$ cat config.mk
export PLATFORM = sky130hd
export DESIGN_NAME = adder3_arbiter
export DESIGN_NICKNAME = d
export VERILOG_FILES = /design/src/rtl/fft_ctrl_pkg.sv /design/src/rtl/rr_arbiter.sv /design/src/rtl/adder3_arbiter.sv
export SDC_FILE = /design/constraint.sdc
export NUM_CORES = 1
export LEC_CHECK = 0
export BUFFER_PORTS_ARGS = -buffer_cell sky130_fd_sc_hd__buf_4
export CAP_MARGIN = 5
export CORE_UTILIZATION = 49
export CTS_CLUSTER_SIZE = 40
export DETAILED_ROUTE_END_ITERATION = 7
export GPL_TIMING_DRIVEN = 1
export PLACE_DENSITY_LB_ADDON = 0.25
export SYNTH_ARGS = -nofsm -noshare
export SYNTH_HDL_FRONTEND = slang
export SYNTH_SLANG_ARGS = --single-unit
export TNS_END_PERCENT = 30
$ cat constraint.sdc
create_clock -name i_clk -period 9.3 [get_ports i_clk]
set_input_delay 1.86 -clock i_clk [delete_from_list [all_inputs] [get_ports i_clk]]
set_output_delay 1.86 -clock i_clk [all_outputs]
set_load 0.005 [all_outputs]
$ cat src/rtl/fft_ctrl_pkg.sv
// Shared definitions for the FFT control blocks: default word size, ID width
// helper, result-register state encoding and a packed-operand slice macro.

`ifndef FFT_OPERAND_SLICE
// Select requester idx's w-bit field from a flat packed operand bus.
`define FFT_OPERAND_SLICE(vec, idx, w) vec[(idx)*(w) +: (w)]
`endif

package fft_ctrl_pkg;

    localparam int WORD_SIZE_DEF = 16;

    // Output register occupancy; the result register is the only state.
    typedef enum logic [0:0] {
        RES_EMPTY = 1'b0,
        RES_FULL  = 1'b1
    } res_state_e;

    // Width needed to encode an index among n requesters (at least one bit).
    function automatic int id_width(input int n);
        return (n > 1) ? $clog2(n) : 1;
    endfunction

endpackage

$ cat src/rtl/rr_arbiter.sv
// Round-robin picker: scans requests starting at ptr, wrapping modulo N_REQ,
// and returns the first asserted one as a one-hot grant plus encoded index.
// The pointer itself is owned and advanced by the parent.

module rr_arbiter
    import fft_ctrl_pkg::*;
#(
    parameter int N_REQ = 4,
    parameter int ID_W  = 2
) (
    input  logic [N_REQ-1:0] req,
    input  logic             en,
    input  logic [ID_W-1:0]  ptr,
    output logic [N_REQ-1:0] grant,
    output logic [ID_W-1:0]  idx
);

    logic [ID_W:0]   cand_s;
    logic            found_s;
    logic [N_REQ-1:0] grant_s;
    logic [ID_W-1:0]  idx_s;

    // Walk the priority order ptr, ptr+1, ... and latch onto the first request.
    always_comb begin
        grant_s = '0;
        idx_s   = '0;
        found_s = 1'b0;
        cand_s  = '0;
        for (int i = 0; i < N_REQ; i++) begin
            cand_s = {1'b0, ptr} + (ID_W+1)'(i);
            if (cand_s >= (ID_W+1)'(N_REQ)) begin
                cand_s = cand_s - (ID_W+1)'(N_REQ);
            end else begin
                cand_s = cand_s;
            end
            if (en && !found_s && req[cand_s[ID_W-1:0]]) begin
                found_s                    = 1'b1;
                grant_s[cand_s[ID_W-1:0]]  = 1'b1;
                idx_s                      = cand_s[ID_W-1:0];
            end else begin
                found_s = found_s;
            end
        end
    end

    assign grant = grant_s;
    assign idx   = idx_s;

endmodule

$ cat src/rtl/adder3_arbiter.sv
// Shares one registered three-operand adder among N_REQ requesters. A
// round-robin grant is issued whenever the result register can take a new
// value; the wrap-around sum is registered together with the winner's ID and
// offered downstream over a valid/ready port with back-pressure.

module adder3_arbiter
    import fft_ctrl_pkg::*;
#(
    parameter int   WORD_SIZE = WORD_SIZE_DEF,
    parameter int   N_REQ     = 4,
    localparam int  ID_W      = id_width(N_REQ)
) (
    input  logic                      i_clk,
    input  logic                      i_rst,
    input  logic [N_REQ-1:0]          i_req_valid,
    output logic [N_REQ-1:0]          o_req_ready,
    input  logic [N_REQ*WORD_SIZE-1:0] i_req_a,
    input  logic [N_REQ*WORD_SIZE-1:0] i_req_b,
    input  logic [N_REQ*WORD_SIZE-1:0] i_req_c,
    output logic                      o_res_valid,
    input  logic                      i_res_ready,
    output logic [WORD_SIZE-1:0]      o_res_sum,
    output logic [ID_W-1:0]           o_res_id
);

    res_state_e            state_r;
    logic [ID_W-1:0]       ptr_r;
    logic [WORD_SIZE-1:0]  sum_r;
    logic [ID_W-1:0]       id_r;

    logic                  can_accept_s;
    logic                  grant_en_s;
    logic [N_REQ-1:0]      grant_s;
    logic [ID_W-1:0]       grant_idx_s;
    logic                  xfer_s;
    logic [ID_W-1:0]       next_ptr_s;
    logic [WORD_SIZE-1:0]  opnd_a_s;
    logic [WORD_SIZE-1:0]  opnd_b_s;
    logic [WORD_SIZE-1:0]  opnd_c_s;
    logic [WORD_SIZE-1:0]  sum_s;

    // A new operand set may enter when the register is empty or being drained;
    // no grant is ever shown while reset is asserted.
    assign can_accept_s = (state_r == RES_EMPTY) || i_res_ready;
    assign grant_en_s   = can_accept_s && !i_rst;

    rr_arbiter #(
        .N_REQ (N_REQ),
        .ID_W  (ID_W)
    ) u_rr_arbiter (
        .req   (i_req_valid),
        .en    (grant_en_s),
        .ptr   (ptr_r),
        .grant (grant_s),
        .idx   (grant_idx_s)
    );

    // The picker only grants valid requesters, so any grant is a transfer.
    assign xfer_s      = |grant_s;
    assign o_req_ready = grant_s;

    assign opnd_a_s = `FFT_OPERAND_SLICE(i_req_a, grant_idx_s, WORD_SIZE);
    assign opnd_b_s = `FFT_OPERAND_SLICE(i_req_b, grant_idx_s, WORD_SIZE);
    assign opnd_c_s = `FFT_OPERAND_SLICE(i_req_c, grant_idx_s, WORD_SIZE);
    assign sum_s    = opnd_a_s + opnd_b_s + opnd_c_s;

    // Priority moves to the requester just after the winner, wrapping at N_REQ.
    always_comb begin
        if (grant_idx_s == ID_W'(N_REQ - 1)) begin
            next_ptr_s = '0;
        end else begin
            next_ptr_s = grant_idx_s + ID_W'(1);
        end
    end

    // Result register, its occupancy state and the round-robin pointer.
    always_ff @(posedge i_clk) begin
        if (i_rst) begin
            state_r <= RES_EMPTY;
            sum_r   <= '0;
            id_r    <= '0;
            ptr_r   <= '0;
        end else begin
            if (xfer_s) begin
                sum_r <= sum_s;
                id_r  <= grant_idx_s;
                ptr_r <= next_ptr_s;
            end
            case (state_r)
                RES_EMPTY: state_r <= xfer_s ? RES_FULL : RES_EMPTY;
                RES_FULL:  state_r <= (xfer_s || !i_res_ready) ? RES_FULL : RES_EMPTY;
                default:   state_r <= RES_EMPTY;
            endcase
        end
    end

    assign o_res_valid = (state_r == RES_FULL);
    assign o_res_sum   = sum_r;
    assign o_res_id    = id_r;

endmodule

==> flow_summary_export.csv, run 1 <==
group,metric,value,unit
routing,vias_per_cell,5.31,
worst_setup_path,cp_max_fo,67,
worst_setup_path,critical_path.slowest_cell,"a2111oi_0",
clock_network,cts.htree.levels,1,
logic_synthesis,ys_seq_area_share,11.2,%
sta,finClkSkew,0.741,ps
logic_synthesis,ys_warn_count,0,
worst_setup_path,cp.required,9440,ps
final_layout,diodes,0,
sta,max_freq,143,MHz
logic_synthesis,ys_types,57,
sta,min_period,6990,ps
die,fp-row-count,31,
die,initial_utilization,51.2,%
grt,grt_usage,28.8,%
grt,grt_pass1_wl,18.2,mm
sta,fin_tns_setup,0,ps
worst_setup_path,endpoint_kind,"flip-flop",
routing,via_count,4613,
worst_setup_path,crit_chain,"buf_4, mux4_2, or3_4, a211oi_4, o32a_2, buf_4, nand2_1, nand3_1, o21ai_1, fa_1, inv_1, ha_1, a2111oi_0, o211ai_1, a31o_1, a21oi_1, xor2_1, o21ai_1",
die,die_area,8010,um2
clock_network,cts_made_buffers,3,
grt,overflow,0,
clock_network,cts_sinks,21,
sta,maxSlewViolCount,0,
logic_synthesis,async_reset_ff_share,0,%
routing,drcViolationCount,0,
die,fp.dieW,89.5,um
worst_setup_path,worstPathArrival,7130,ps
logic_synthesis,synthTopCellsByArea,"nor2_1 (14%), dfxtp_1 (11%), nand2_1 (9.4%)",
power,powerDensity,443,nW/um2
sta,setup_ws,2310,ps
power,p_leak,2.70,nW
routing,wl_per_cell,13.7,um
power,vdd_drop_max,0.309,mV
placement,place_congestion,0.933,
worst_setup_path,path_buf_inv,3,
sta,tightestPinTransition,875,ps
final_layout,drive_gt1_share,32.2,%
logic_synthesis,syn_area_per_cell,6.51,um2
flow_run,cap_viol_max_count,0,
logic_synthesis,synth_top_cell_area_share,13.6,%
worst_setup_path,cpLargestDelayFamily,"compound AO/OA/AOI/OAI gates",
sta,finalHoldViolCount,0,
clock_network,cts_root_buffer,"clkbuf_8",
clock_network,clockBufferDepth,2,
routing,final_antenna_net_count,0,
clock_network,clk_latency,260,ps
routing,first_iter_violations,284,
sta,period_share,75.2,%
grt,grt_max_degree,94,
grt,grt_pass1_vias,4145,
min_path,min_path_type,"reg -> reg",
grt,antenna_found_initial,0,
worst_setup_path,critical-path-max-stage-delay,670,ps
logic_synthesis,synthTopCellsByCount,"nor2_1 (136), nand2_1 (94), nand3_1 (37), o21ai_1 (37), inv_1 (30)",
routing,firstDrtPassIters,5,
worst_setup_path,worstSetupPathType,"in -> reg",
clock_network,cts_setup_buffers,0,
logic_synthesis,ys_ff_latch,21,
status,outcome,"finished clean",
final_layout,layout.nets,1003,
sta,slew_headroom,41.7,%
die,die_h,89.5,um
die,ios,222,
routing,routed_wirelength,11.9,mm
clock_network,cts_tree,"done",
logic_synthesis,synth_most_common_cell,"nor2_1",
placement,place_ws,2100,ps
die,design.core.area,7330,um2
sta,rsz0062_at_grt,"false",
logic_synthesis,synthCells,576,
clock_network,cts_hold_buf,0,
final_layout,area_growth,44.9,%
logic_synthesis,yosysTopAreaCell,"nor2_1",
worst_setup_path,critPathLaunchType,"primary input",
sta,setup_viol,0,
placement,dp_hpwl,9.75,mm
logic_synthesis,synth_edf_count,0,
placement,placement.io_buffers,221,
logic_synthesis,synth-main-ff-cell,"dfxtp_1",
clock_network,cts.clk_slew.worst_paths,70,ps
clock_network,cts_resized,0,
logic_synthesis,syn_area,3750,um2
logic_synthesis,synth_fp_nets,809,
==> worst paths after layout <==
| check | start | endpoint | slack [ps] | cells past startpoint |
|---|---|---|---|---|
| worst max-delay path | i_req_valid[2] | o_res_sum[14]$_SDFFE_PP0P_ | 2310 | 18 |
| worst min-delay path | o_res_sum[5]$_SDFFE_PP0P_ | o_res_sum[5]$_SDFFE_PP0P_ | 480 | 2 |
| worst max register to register | ptr_r[0]$_SDFFE_PP0P_ | o_res_sum[14]$_SDFFE_PP0P_ | 2750 | 19 |
| worst min register to register | o_res_sum[5]$_SDFFE_PP0P_ | o_res_sum[5]$_SDFFE_PP0P_ | 480 | 2 |
==> kinds of logic after synthesis <==
group	after synthesis	synth area share (%)
xor gates and xnor gates	21	4.91
muxes	23	6.97
DFF	21	11.2
buffers and inverters	69	8.44
and+or+nand+nor	302	34.4
adders and majority gates	34	14.5
AOI/OAI and AO/OA	106	19.6
==> per-layer routing <==
layer / GRT usage (%) / wire length [um] / part of all wire (%)
met1: 35.8 / 4980 / 42
met2: 51.2 / 5910 / 50
met3: 4.06 / 668 / 5.6
met4: 9.52 / 299 / 2.5
met5: 0 / 0 / 0
==> sequential cells by signal (all words and copies together) (netlist names) <==
register,cells
o_res_id,2
o_res_sum,16
ptr_r,2
o_res_valid,1
==> worst min-delay path: cells and delay by family, from the launching register on <==
| kind | cells | cell delay [ps] |
|---|---|---|
| flops | 1 | 320 |
| simple gates | 1 | 60 |
| compound gates | 1 | 60 |
==> through the flow <==
step / std cells / hold slack [ps] / area (um2) / power, mW / utilization, %
finish: 868 / 483 / 5440 / 2.41 / 74.1
floorplan: 576 / 448 / 3750 / 1.85 / -
global placement: 864 / 448 / 5390 / 2.25 / 73.5
CTS: 868 / 488 / 5440 / 2.39 / 74.1
global route: 868 / 495 / 5440 / 2.68 / 74.1
detailed placement: 864 / 479 / 5390 / 2.32 / 73.5
==> layout make-up <==
type,instances,area [um2]
well taps,99,124
clock buffers,4,45.0
repair buffers,227,1700
multi-input cells,486,3030
flip-flops and latches,21,420
fillers,597,1900
inverters,31,116
==> power breakdown <==
group          switching, mW  internal [mW]  total (mW)
clock                 0.0272         0.0305      0.0577
sequential            0.0237          0.123       0.147
combinational           1.24          0.967        2.20
total                   1.29           1.12        2.41
==> cell usage in the layout (no fill, tap or decap), types with 2 or more instances in the layout <==
master and count:
and3_1 2, nor2b_1 3, o32ai_4 2, a21oi_1 7, o21a_1 6, mux4_2 2
xnor2_1 18, o21ai_1 37, a22oi_1 8, and2_1 4, xor2_1 3, dfxtp_1 21
nor3b_1 3, inv_1 30, nand2_2 4, clkbuf_8 3, mux2i_1 19, a211oi_1 12
nand2b_1 2, buf_4 227, and2_0 7, nor3_1 4, a31oi_1 10, nor2_1 136
nand3_1 37, ha_1 18, a21o_1 4, fa_1 16, nand2_1 94, o21ai_0 6
Note: power is estimated with default switching activity, not from simulation.
==> run 2, diff against run 1 <==
ABC_AREA = 1   (was unset)
CORE_UTILIZATION = 46   (was 49)
clock period = 6.8 ns   (was 9.3 ns; I/O delays follow)
==> flow_summary_export.csv, run 2 <==
group,metric,value,unit
clock_network,cts_root_buffer,"clkbuf_8",
logic_synthesis,synth_most_common_cell,"nor2_1",
clock_network,cts_hold_buf,0,
min_path,hold_path_depth,2,
die,ios,222,
sta,min_period,6100,ps
grt,antenna_found_initial,0,
logic_synthesis,syn_area_per_cell,6.19,um2
logic_synthesis,synth_top_cell_area_share,12.9,%
routing,final_antenna_net_count,0,
clock_network,cts_made_buffers,3,
worst_setup_path,rr_worst_depth,23,
clock_network,cts_tree,"done",
status,outcome,"finished clean",
placement,place_area,5490,um2
final_layout,area_growth,45.2,%
final_layout,utilization,70.2,%
worst_setup_path,path_buf_inv,4,
sta,setup_ws,697,ps
sta,maxSlewViolCount,0,
worst_setup_path,critPathLaunchType,"primary input",
die,die_area,8660,um2
sta,slew_headroom,54.5,%
routing,vias_per_cell,5.45,
final_layout,fillerInstances,680,
routing,wl_per_cell,14.8,um
worst_setup_path,endpoint_kind,"flip-flop",
logic_synthesis,ys_warn_count,0,
final_layout,drive_gt1_share,31.9,%
final_layout,layout.nets,1047,
routing,first_iter_violations,244,
min_path,min_path_type,"reg -> reg",
die,fp-row-count,32,
clock_network,cts.clk_slew.worst_paths,80,ps
placement,place_congestion,0.942,
routing,met1_length,5.30,mm
grt,overflow,0,
logic_synthesis,ys_ff_latch,21,
logic_synthesis,synth_fp_nets,849,
logic_synthesis,synth_edf_count,0,
worst_setup_path,reg2reg_setup_slack,770,ps
routing,topRoutingLayerUsed,"met4",
logic_synthesis,synthTopCellsByCount,"nor2_1 (131), o21ai_0 (89), nand2_1 (75), inv_1 (59), nand3_1 (34)",
logic_synthesis,syn_area,3810,um2
worst_setup_path,critical_path.slowest_cell,"fa_1",
clock_network,cts.htree.levels,1,
clock_network,cts_resized,0,
worst_setup_path,r2r-end,"o_res_sum[13]$_SDFFE_PP0P_",
logic_synthesis,ys_types,40,
routing,drcViolationCount,0,
logic_synthesis,synthCells,616,
placement,placement.io_buffers,221,
final_layout,largest_reg_flops,16,
sta,tightestPinTransition,681,ps
final_layout,multiInputGateArea,2980,um2
logic_synthesis,async_reset_ff_share,0,%
routing,met3_wirelength,927,um
sta,period_share,89.7,%
sta,max_freq,164,MHz
clock_network,clk_latency,260,ps
sta,finClkSkew,8.22,ps
grt,grt_pass1_wl,22.1,mm
logic_synthesis,synth-main-ff-cell,"dfxtp_1",
clock_network,cts_setup_buffers,0,
placement,place_ws,529,ps
sta,rsz0062_at_grt,"false",
logic_synthesis,ys_seq_area_share,11.0,%
min_path,whs_endpoint,"o_res_sum[5]$_SDFFE_PP0P_",
worst_setup_path,critical-path-max-stage-delay,550,ps
die,design.core.area,7890,um2
flow_run,cap_viol_max_count,0,
final_layout,final_area,5540,um2
die,initial_utilization,48.4,%
worst_setup_path,critical_path.most_common_cell,"nand2_1",
grt,grt_max_degree,66,
routing,route.met2.wl,6.94,mm
clock_network,cts_sinks,21,
final_layout,final_cell_mix,"buf_4 (227), nor2_1 (131), o21ai_0 (89), nand2_1 (75), inv_1 (59)",
worst_setup_path,worstSetupPathType,"in -> reg",
routing,firstDrtPassIters,5,
grt,grt_usage,31.4,%
placement,dp_hpwl,11.1,mm
final_layout,mostFrequentLayoutCell,"buf_4",
worst_setup_path,cp_max_fo,65,
min_path,hp-start,"o_res_sum[5]$_SDFFE_PP0P_",
sta,setup_viol,0,
clock_network,clockBufferDepth,2,
die,fp.dieW,93.1,um
worst_setup_path,cp.required,6930,ps
final_layout,diodes,0,
final_layout,seq_area,420,um2
worst_setup_path,crit_chain,"buf_4, nand2_1, nand2_1, nand2_1, nand2_1, nand4_2, nand3_2, nand2_4, buf_4, buf_4, nor2_1, o32a_1, fa_1, inv_1, ha_1, a21oi_1, a21boi_0, o21ai_0, a21o_1, a21oi_1, o21ai_0, xor2_1, a21oi_1",
worst_setup_path,worstPathArrival,6230,ps
worst_setup_path,r2r_start,"ptr_r[0]$_SDFFE_PP0P_",
logic_synthesis,synthTopCellsByArea,"nor2_1 (13%), o21ai_0 (12%), dfxtp_1 (11%)",
logic_synthesis,yosysTopAreaCell,"nor2_1",
routing,via_count,4983,
sta,fin_tns_setup,0,ps
die,die_h,93.1,um
sta,finalHoldViolCount,0,
worst_setup_path,cpLargestDelayFamily,"compound AO/OA/AOI/OAI gates",
routing,routed_wirelength,13.6,mm
grt,grt_pass1_vias,4924,
## run 2: cell count changes in the layout (fill, tap and decap cells not counted), sizes merged, moves of 8 or more
cell	previous run	this run
xnor2	18	5
a21oi	7	33
inv	31	63
a211oi	14	2
a22oi	9	0
o32a	1	24
o22a	0	12
nand2	98	87
mux2i	19	0
o21ai	43	91
xor2	3	11
a31oi	10	1
and2	11	0
## run 2: how the worst max path moves through the flow
stage | cells after the start | slack, ps | startpoint | to
floorplan | 25 | 1530 | i_req_valid[3] | o_res_sum[13]$_SDFFE_PP0P_
global placement | 24 | 700 | i_req_valid[3] | o_res_sum[13]$_SDFFE_PP0P_
detailed placement | 23 | 530 | i_req_valid[3] | o_res_sum[13]$_SDFFE_PP0P_
CTS | 24 | 790 | i_req_valid[3] | o_res_sum[13]$_SDFFE_PP0P_
global route | 24 | 320 | i_req_valid[3] | o_res_sum[13]$_SDFFE_PP0P_
finish | 23 | 700 | i_req_valid[3] | o_res_sum[13]$_SDFFE_PP0P_
## run 2: cell type report
type	count	share of cell area, %
multi-input cells	497	53.8
flip-flops and latches	21	7.59
well taps	102	2.30
clock buffers	4	0.813
repair buffers	228	31.1
inverters	63	4.32
## run 2: layer usage
| metal | vias to the layer above | track usage (%) |
|---|---|---|
| li1 | 2482 | - |
| met1 | 2242 | 36.9 |
| met2 | 221 | 58.5 |
| met3 | 38 | 4.55 |
| met4 | 0 | 9.49 |
| met5 | - | 0 |
## run 2: per-stage QoR
stage / hold WS, ps / cells
floorplan: 485 / 616
detailed placement: 484 / 911
global placement: 485 / 911
CTS: 495 / 915
global route: 543 / 915
finish: 497 / 915
## run 2: cells by family after synthesis
logic type / share of synthesized area, %
compound gates: 29.7
xor+xnor: 3.67
fa+ha+maj: 14.3
buf+inv: 11.0
flops: 11.0
simple gates: 30.3
## run 2: worst register-to-register path, delay by kind of cell, from the launching register on
kind	cells	cell delay (ps)
AOI/OAI and AO/OA	8	1750
xor gates and xnor gates	1	160
adders and majority gates	3	1310
buffers and inverters	5	1280
DFF	1	620
and+or+nand+nor	6	790
Power of run 2 is not shown: default switching activity piles up to over one toggle a cycle in this logic, so the estimate is an artifact.
==> run 3, diff against run 2 <==
ABC_AREA = unset   (was 1)
CORE_UTILIZATION = 45   (was 46)
GPL_ROUTABILITY_DRIVEN = 0   (was unset)
==> flow_summary_export.csv, run 3 (synthesized netlist as in run 1, its figures left out) <==
group,metric,value,unit
grt,grt_pass1_wl,19.7,mm
sta,setup_viol,0,
clock_network,cts_hold_buf,0,
grt,grt_usage,27.8,%
routing,final_antenna_net_count,0,
sta,fin_tns_setup,0,ps
power,p_leak,2.75,nW
clock_network,clockBufferDepth,2,
power,powerDensity,602,nW/um2
final_layout,mostFrequentLayoutCell,"buf_4",
power,p_int,1.56,mW
final_layout,final_area,5520,um2
worst_setup_path,critPathLaunchType,"flip-flop",
worst_setup_path,worstPathArrival,6500,ps
placement,place_ws,235,ps
final_layout,final_cell_mix,"buf_4 (237), nor2_1 (136), nand2_1 (94), nand3_1 (37), o21ai_1 (37)",
sta,min_period,6360,ps
placement,placed_cells,877,
routing,wl_per_cell,13.8,um
final_layout,drive_gt1_share,33.2,%
routing,first_iter_violations,245,
min_path,min_path_type,"reg -> reg",
final_layout,layout.nets,1013,
power,p_sw_share,53.0,%
die,fp-row-count,32,
status,outcome,"finished clean",
routing,routed_wirelength,12.2,mm
sta,finClkSkew,6.41,ps
clock_network,cts_root_buffer,"clkbuf_8",
sta,slew_headroom,45.6,%
worst_setup_path,worstSetupPathType,"reg -> reg",
final_layout,utilization,69.9,%
power,p_sw,1.76,mW
grt,grt_max_degree,35,
worst_setup_path,cp_max_fo,28,
worst_setup_path,cp.required,6940,ps
routing,via_count,4626,
grt,grt_pass1_vias,4445,
routing,firstDrtPassIters,5,
sta,rsz0062_at_grt,"false",
routing,drcViolationCount,0,
power,p_total,3.32,mW
power,vdd_drop_max,0.434,mV
sta,maxSlewViolCount,0,
sta,hold-worst-slack,490,ps
sta,tightestPinTransition,816,ps
clock_network,cts_made_buffers,3,
power,power_frac_comb,91.5,%
final_layout,final_cell_count_no_fill,881,
die,initial_utilization,47.5,%
flow_run,cap_viol_max_count,0,
clock_network,clk_latency,260,ps
worst_setup_path,critical_path.slowest_cell,"dfxtp_1",
worst_setup_path,path_buf_inv,2,
grt,antenna_found_initial,0,
die,design.core.area,7890,um2
grt,overflow,0,
routing,vias_per_cell,5.25,
clock_network,cts_tree,"done",
clock_network,cts.clk_slew.worst_paths,80,ps
die,fp.dieW,93.3,um
sta,period_share,93.5,%
placement,place_area,5470,um2
die,die_area,8700,um2
die,ios,222,
worst_setup_path,endpoint_kind,"flip-flop",
power,p_seq_share,6.0,%
worst_setup_path,cpLargestDelayFamily,"compound AO/OA/AOI/OAI gates",
worst_setup_path,crit_chain,"inv_1, ha_1, mux4_2, or3_4, a211oi_4, o32a_2, nand2_1, nand3_1, o21ai_1, fa_1, inv_1, ha_1, a21o_1, a21o_1, a2111oi_0, o211ai_1, a31o_1, a21oi_1, xor2_1, o21ai_1",
placement,placement.io_buffers,221,
clock_network,cts_sinks,21,
placement,dp_hpwl,10.2,mm
worst_setup_path,critical-path-max-stage-delay,690,ps
sta,setup_ws,443,ps
final_layout,largest_reg_flops,16,
die,die_h,93.3,um
final_layout,diodes,0,
clock_network,cts_setup_buffers,0,
clock_network,cts.htree.levels,1,
final_layout,area_growth,47.1,%
power,pwr-share-clk,2.5,%
sta,finalHoldViolCount,0,
clock_network,cts_resized,0,
sta,max_freq,157,MHz
run 3: cell types whose count changed in the layout (fill, tap and decap cells not counted), moves of 9 or more:
cell      before  now
a21oi_1       32    7
o32a_1        24    0
o21ai_0       89    6
o21ai_1        2   37
a31oi_1        1   10
buf_4        227  237
xnor2_1        5   18
mux2i_1        0   19
inv_1         59   30
a211oi_1       2   12
nand2_1       75   94
o22a_1        12    0
run 3: area by class of cell:
type                            count  area, um2
Clock buffer                        3       41.3
Clock inverter                      1       5.00
Fill cell                         668       2370
Inverter                           31        116
Multi-Input combinational cell    486       3030
Sequential cell                    21        420
Tap cell                          102        128
Timing Repair Buffer              237       1780
run 3: worst paths after layout:
path | slack (ps) | endpoint | depth (start not counted) | from
worst min-delay path | 490 | o_res_sum[5]$_SDFFE_PP0P_ | 2 | o_res_sum[5]$_SDFFE_PP0P_
worst max-delay path | 440 | o_res_sum[14]$_SDFFE_PP0P_ | 20 | ptr_r[0]$_SDFFE_PP0P_
worst max register to register | 440 | o_res_sum[14]$_SDFFE_PP0P_ | 20 | ptr_r[0]$_SDFFE_PP0P_
worst min register to register | 490 | o_res_sum[5]$_SDFFE_PP0P_ | 2 | o_res_sum[5]$_SDFFE_PP0P_
run 3: worst reg2reg max path, stage by stage (launching register included):
cell,delay [ps]
dfxtp_1,690
inv_1,190
ha_1,520
mux4_2,360
or3_4,380
a211oi_4,330
o32a_2,560
nand2_1,140
nand3_1,100
o21ai_1,110
fa_1,570
inv_1,70
ha_1,300
a21o_1,180
a21o_1,200
a2111oi_0,650
o211ai_1,220
a31o_1,240
a21oi_1,180
xor2_1,170
o21ai_1,70
run 3: power groups by stage:
| stage | logic, mW | clock network [mW] | registers [mW] |
|---|---|---|---|
| CTS | 3.02 | 0.0819 | 0.200 |
| global route | 3.43 | 0.0860 | 0.205 |
| global placement | 2.93 | 0 | 0.201 |
| floorplan | 2.34 | 0 | 0.194 |
| detailed placement | 3.00 | 0 | 0.203 |
| finish | 3.04 | 0.0819 | 0.200 |
run 3: metal layers:
layer  GRT usage, %  part of all wire (%)  vias to the layer above
met2           48.9                    50                      186
met1           35.6                    42                     2082
met4           7.82                   2.2                        0
li1               -                     -                     2331
met3           3.25                   6.5                       27
met5              0                     0                        -
